### src/rtl/instruction_fetch.sv
// Fetch-side reader for a synchronous-read instruction memory.
// Issues word addresses from a byte PC and presents fetched words to decode with valid/ready.
module instruction_fetch #(
  parameter int unsigned       WIDTH1   = 32,
  parameter int unsigned       MEM_SIZE = 1024,
  parameter logic [WIDTH1-1:0] RESET_PC = '0
) (
  input  logic              clk,
  input  logic              reset,
  input  logic              fetch_en,
  output logic [WIDTH1-1:0] imem_addr,
  input  logic [WIDTH1-1:0] imem_rdata,
  output logic              if_valid,
  output logic [WIDTH1-1:0] if_instr,
  output logic [WIDTH1-1:0] if_pc,
  input  logic              id_ready,
  input  logic              redirect_valid,
  input  logic [WIDTH1-1:0] redirect_pc,
  output logic              fetch_err,
  output logic              halted
);

  typedef enum logic [1:0] {StIdle, StRun, StHalt} state_e;

  localparam logic [WIDTH1-1:0] MemWords = WIDTH1'(MEM_SIZE);
  localparam logic [WIDTH1-1:0] PcStep   = WIDTH1'(4);
  localparam logic [WIDTH1-1:0] ResetIdx = {2'b00, RESET_PC[WIDTH1-1:2]};

  function automatic logic [WIDTH1-1:0] word_idx(input logic [WIDTH1-1:0] pc);
    return {2'b00, pc[WIDTH1-1:2]};
  endfunction

  function automatic logic pc_legal(input logic [WIDTH1-1:0] pc);
    return (pc[1:0] == 2'b00) && (word_idx(pc) < MemWords);
  endfunction

  state_e            state_q, state_d;
  logic [WIDTH1-1:0] fetch_pc_q, fetch_pc_d;
  logic [WIDTH1-1:0] resp_pc_q, resp_pc_d;
  logic              resp_valid_q, resp_valid_d;
  logic              fetch_err_q, fetch_err_d;
  logic              halted_q, halted_d;
  logic [WIDTH1-1:0] last_addr_q, last_addr_d;

  logic stall;
  logic redirect_ok;
  logic fetch_ok;

  assign stall       = resp_valid_q && !id_ready;
  assign redirect_ok = pc_legal(redirect_pc);
  assign fetch_ok    = pc_legal(fetch_pc_q);

  assign if_valid  = resp_valid_q && !redirect_valid && (state_q != StHalt);
  assign if_instr  = imem_rdata;
  assign if_pc     = resp_pc_q;
  assign fetch_err = fetch_err_q;
  assign halted    = halted_q;

  // A stall re-reads the presented word so imem_rdata stays stable for decode.
  always_comb begin
    imem_addr = word_idx(fetch_pc_q);
    if (state_q == StHalt) begin
      imem_addr = last_addr_q;
    end else if (redirect_valid) begin
      imem_addr = word_idx(redirect_pc);
    end else if (stall) begin
      imem_addr = word_idx(resp_pc_q);
    end
  end

  always_comb begin
    state_d      = state_q;
    fetch_pc_d   = fetch_pc_q;
    resp_pc_d    = resp_pc_q;
    resp_valid_d = resp_valid_q;
    fetch_err_d  = fetch_err_q;
    last_addr_d  = imem_addr;

    if (state_q != StHalt) begin
      if (redirect_valid) begin
        // The presented word is killed whatever id_ready says.
        if (!redirect_ok) begin
          fetch_err_d  = 1'b1;
          resp_valid_d = 1'b0;
          state_d      = StHalt;
        end else if ((state_q == StRun) && fetch_en) begin
          resp_pc_d    = redirect_pc;
          resp_valid_d = 1'b1;
          fetch_pc_d   = redirect_pc + PcStep;
        end else begin
          fetch_pc_d   = redirect_pc;
          resp_valid_d = 1'b0;
          state_d      = fetch_en ? StRun : StIdle;
        end
      end else if (stall) begin
        state_d = state_q;
      end else if (fetch_en) begin
        if (fetch_ok) begin
          resp_pc_d    = fetch_pc_q;
          resp_valid_d = 1'b1;
          fetch_pc_d   = fetch_pc_q + PcStep;
          state_d      = StRun;
        end else begin
          fetch_err_d  = 1'b1;
          resp_valid_d = 1'b0;
          state_d      = StHalt;
        end
      end else begin
        resp_valid_d = 1'b0;
        state_d      = StIdle;
      end
    end

    halted_d = (state_d == StHalt);
  end

  always_ff @(posedge clk) begin
    if (reset) begin
      state_q      <= StIdle;
      fetch_pc_q   <= RESET_PC;
      resp_pc_q    <= RESET_PC;
      resp_valid_q <= 1'b0;
      fetch_err_q  <= 1'b0;
      halted_q     <= 1'b0;
      last_addr_q  <= ResetIdx;
    end else begin
      state_q      <= state_d;
      fetch_pc_q   <= fetch_pc_d;
      resp_pc_q    <= resp_pc_d;
      resp_valid_q <= resp_valid_d;
      fetch_err_q  <= fetch_err_d;
      halted_q     <= halted_d;
      last_addr_q  <= last_addr_d;
    end
  end

endmodule

### config.mk
export PLATFORM = sky130hd
export DESIGN_NAME = instruction_fetch
export DESIGN_NICKNAME = d
export VERILOG_FILES = /design/src/rtl/instruction_fetch.sv
export SDC_FILE = /design/constraint.sdc
export NUM_CORES = 1
export LEC_CHECK = 0
export CAP_MARGIN = 20
export CELL_PAD_IN_SITES_DETAIL_PLACEMENT = 0
export CELL_PAD_IN_SITES_GLOBAL_PLACEMENT = 1
export CORE_ASPECT_RATIO = 0.8
export CORE_MARGIN = 2
export CORE_UTILIZATION = 34
export DETAILED_ROUTE_END_ITERATION = 8
export PLACE_DENSITY = 0.8
export SYNTH_ARGS = -nofsm -noshare
export SYNTH_HDL_FRONTEND = slang
export SYNTH_SLANG_ARGS = --single-unit
### constraint.sdc
create_clock -name clk -period 4.4 [get_ports clk]
set_input_delay 1.32 -clock clk [delete_from_list [all_inputs] [get_ports clk]]
set_output_delay 1.32 -clock clk [all_outputs]
set_load 0.02 [all_outputs]
==> impl_metrics.py <==
metrics = {
    "setup_path": {
        "path_class": "input port to primary output",
        "worstPathRequired_ns": 3.08,
        "arrival_ns": 3.07,
        "cp_max_fo": 5,
        "cp-end-kind": "primary output",
        "cp-start-kind": "input port",
    },
    "drt": {
        "drt-total-wl_um": 14700,
        "dr_total_vias": 4411,
        "wl_per_cell_um": 17.7,
        "detailedRoute.firstPassIterationCount": 4,
        "vias_per_cell": 5.30,
        "route.detailed.drc": 0,
        "ant_nets": 0,
        "first_iter_violations": 237,
    },
    "floorplan": {
        "boundaryPins": 168,
        "die_w_um": 141,
        "core-area_um2": 14400,
        "dieArea_um2": 15900,
        "start_util_pct": 35.1,
        "rows": 39,
        "dieHeight_um": 113,
    },
    "clock_tree": {
        "cts.sink_count": 101,
        "htreeDepth": 3,
        "clk_pin_slew_ns": 0.06,
        "numCtsBuffers": 9,
        "cts_root_buffer": "clkbuf_16",
        "clock_path_buffers": 2,
        "cts_tree": "built",
        "clock_latency_ns": 0.35,
        "ctsHoldBuffers": 0,
    },
    "placement": {
        "hpwl_um": 10800,
        "place.gp.congestion": 0.841,
        "placement.io_buffers": 103,
        "pre_cts_ws_ns": -0.354,
    },
    "sta": {
        "tightest_slew_ns": 0.771,
        "grt_setup_unrepaired": "yes",
        "report.final.slew_viol_count": 0,
        "fmax_mhz": 228,
        "fin_hold_ws_ns": 0.459,
        "worst_slack_ns": 0.00721,
        "fin_skew_ns": 0.0100,
        "finalSetupViolCount": 0,
        "timing.final.hold_violations": 0,
        "slew_headroom_pct": 48.2,
        "period_needed_ns": 4.39,
        "min_period_over_period_pct": 99.8,
    },
    "yosys": {
        "yosysUniqueCellTypes": 52,
        "syn_avg_cell_area_um2": 8.90,
        "ys_top_cells_by_area": "dfxtp_1 (40%), mux2_2 (6.4%), o21ai_0 (6.3%)",
        "yosysTopAreaCell": "dfxtp_1",
        "mappedNetlistArea_um2": 5070,
        "synth-async-reset-ratio_pct": 0,
        "yosys_warnings": 0,
        "synth-edff-count": 0,
        "synth_top_area_share_pct": 39.9,
        "yosysSeqAreaShare_pct": 39.9,
        "synth_cells": 570,
        "ys_ff_latch": 101,
        "ys.flop_type": "dfxtp_1",
        "synthesis.nets": 641,
    },
    "global_route": {
        "grt_overflow": 0,
        "grt_usage_pct": 18.5,
        "grt_pass1_vias": 4366,
        "grt_first_pass_wirelength_um": 23300,
        "antenna_found_initial": 0,
        "met1_usage_pct": 26.3,
        "met3_usage_pct": 3.47,
        "top_usage_layer": "met2",
        "grt_max_degree": 51,
        "grtUsageMet2_pct": 28.7,
    },
    "worst_hold_path": {
        "min_path_type": "register to register",
    },
    "pwr": {
        "clockPowerShare_pct": 36.8,
        "p_int_mw": 1.57,
        "p_sw_mw": 0.607,
        "seqPwrFrac_pct": 44.8,
        "sw_frac_of_total_pct": 27.9,
        "p_per_area_nw_per_um2": 338,
        "ir_worst_vdd_v": 0.000190,
        "leakage_nw": 2.41,
        "combPwrFrac_pct": 18.4,
    },
    "layout": {
        "fin_nets": 715,
        "drive_gt1_share_pct": 19.3,
        "syn_to_final_growth_pct": 26.5,
        "antennaDiodeCount": 0,
    },
    "run_status": {
        "outcome": "finished clean",
    },
    "flow_run": {
        "drv_cap": 0,
    },
}
-- per-stage QoR --
step           utilization [%]  TNS (ns)  cell area [µm²]  power [mW]  cells
2_1_floorplan                -         0             5070        1.26    570
3_3_place_gp              42.9     -6.92             6190        1.40    815
3_5_place_dp              42.9     -8.08             6190        1.41    815
4_1_cts                   45.1    -0.319             6510        2.20    832
5_1_grt                   44.4   -0.0327             6420        2.27    833
6_report                  44.4         0             6420        2.17    833
-- Yosys cell counts (2+ instances only) --
cell      count
a31oi_1       4
nand4_1       5
a221oi_2     10
mux2i_1      21
or2_2         2
o21ai_0      64
o211ai_1      8
buf_4        32
buf_1         2
nor4_1        9
nor3b_1      26
and3_1        2
nand2_1      46
and4_1        2
a21oi_1      20
inv_1        13
buf_2         2
nor2b_1      35
or3_1         5
or4_1         5
dfxtp_1     101
o31ai_1       8
xor2_1        3
and2_1       23
nand4b_1      2
nand3_1       7
nand2b_1     11
clkbuf_1     35
ha_1          2
nor3_1        6
mux2_2       29
nor2_1        9
a211oi_1      2
-- final timing paths --
kind / start / to / slack, ns / cells past startpoint
worst max register to register: fetch_pc_q[31] / if_pc[2] / 1.74 / 5
worst max-delay path: id_ready / imem_addr[23] / 0.007 / 9
worst min register to register: fetch_pc_q[1] / fetch_pc_q[1] / 0.46 / 1
worst min-delay path: fetch_pc_q[1] / fetch_pc_q[1] / 0.46 / 1
-- layout by cell type, fill, tap and decap left out, types with 3 or more instances in the layout --
cell	n
nor2_1	9
buf_2	7
o211ai_1	8
inv_1	13
dfxtp_1	101
a31oi_1	4
clkdlybuf4s15_2	5
clkbuf_2	17
nor4_1	9
nand4_1	5
nor2b_1	33
clkdlybuf4s50_1	71
or4_1	5
or3_1	5
nand2b_1	11
and2_1	23
buf_4	27
nor3b_1	26
nand2_1	46
mux2_2	29
clkinv_2	3
o31ai_1	8
a21oi_1	20
mux2i_1	20
clkbuf_16	9
a221oi_2	10
buf_12	3
o21ai_1	3
o21ai_0	61
xor2_1	3
nor3_1	6
nand3_1	7
-- layout make-up --
cell class,instances,area [µm²]
Fill cell,1415,8030
Multi-Input combinational cell,384,2620
Sequential cell,101,2020
Timing Repair Buffer,135,1200
Tap cell,184,230
Clock buffer,9,225
Clock inverter,7,71.3
Inverter,13,48.8
-- sequential cells by signal, indices dropped and copies added (netlist names) --
register      flops
fetch_err         1
fetch_pc_q       32
halted            1
if_pc            32
last_addr_q      32
resp_valid_q      1
state_q           2
-- cells by family after synthesis --
logic type | share of synthesized area (%)
AO/OA/AOI/OAI | 16.6
XOR/XNOR | 0.691
adder cells (fa/ha/maj) | 0.493
buffers and inverters | 8.86
flip-flops | 39.9
multiplexers | 10.6
AND/OR/NAND/NOR | 22.9
-- worst max-delay path, cell delays in order --
cell and delay, ns:
clkdlybuf4s50_1 0.42, buf_4 0.15, nor2b_4 0.12, buf_4 0.13, buf_6 0.13, mux2i_1 0.17, o21ai_0 0.08, mux2_2 0.27
clkdlybuf4s15_1 0.29
-- timing repair --
action	in CTS	in global routing
gates resized for setup	68	42
cloned	1	0
buffers inserted	0	1
endpoints found under the setup margin	30	27
-- metal layers --
layer / vias up / part of all wire [%]
met5: - / 0
met4: 0 / 1.6
met3: 28 / 5.2
met2: 127 / 44
met1: 2121 / 50
li1: 2135 / -
-- power groups by stage --
stage	clock [mW]	sequential [mW]	combinational, mW
after floorplan	0	0.997	0.264
after global placement	0	0.992	0.412
after detailed placement	0	0.993	0.417
after CTS	0.818	0.972	0.408
after global routing	0.861	0.976	0.432
final	0.800	0.973	0.401
(Power assumes the default switching activity.)
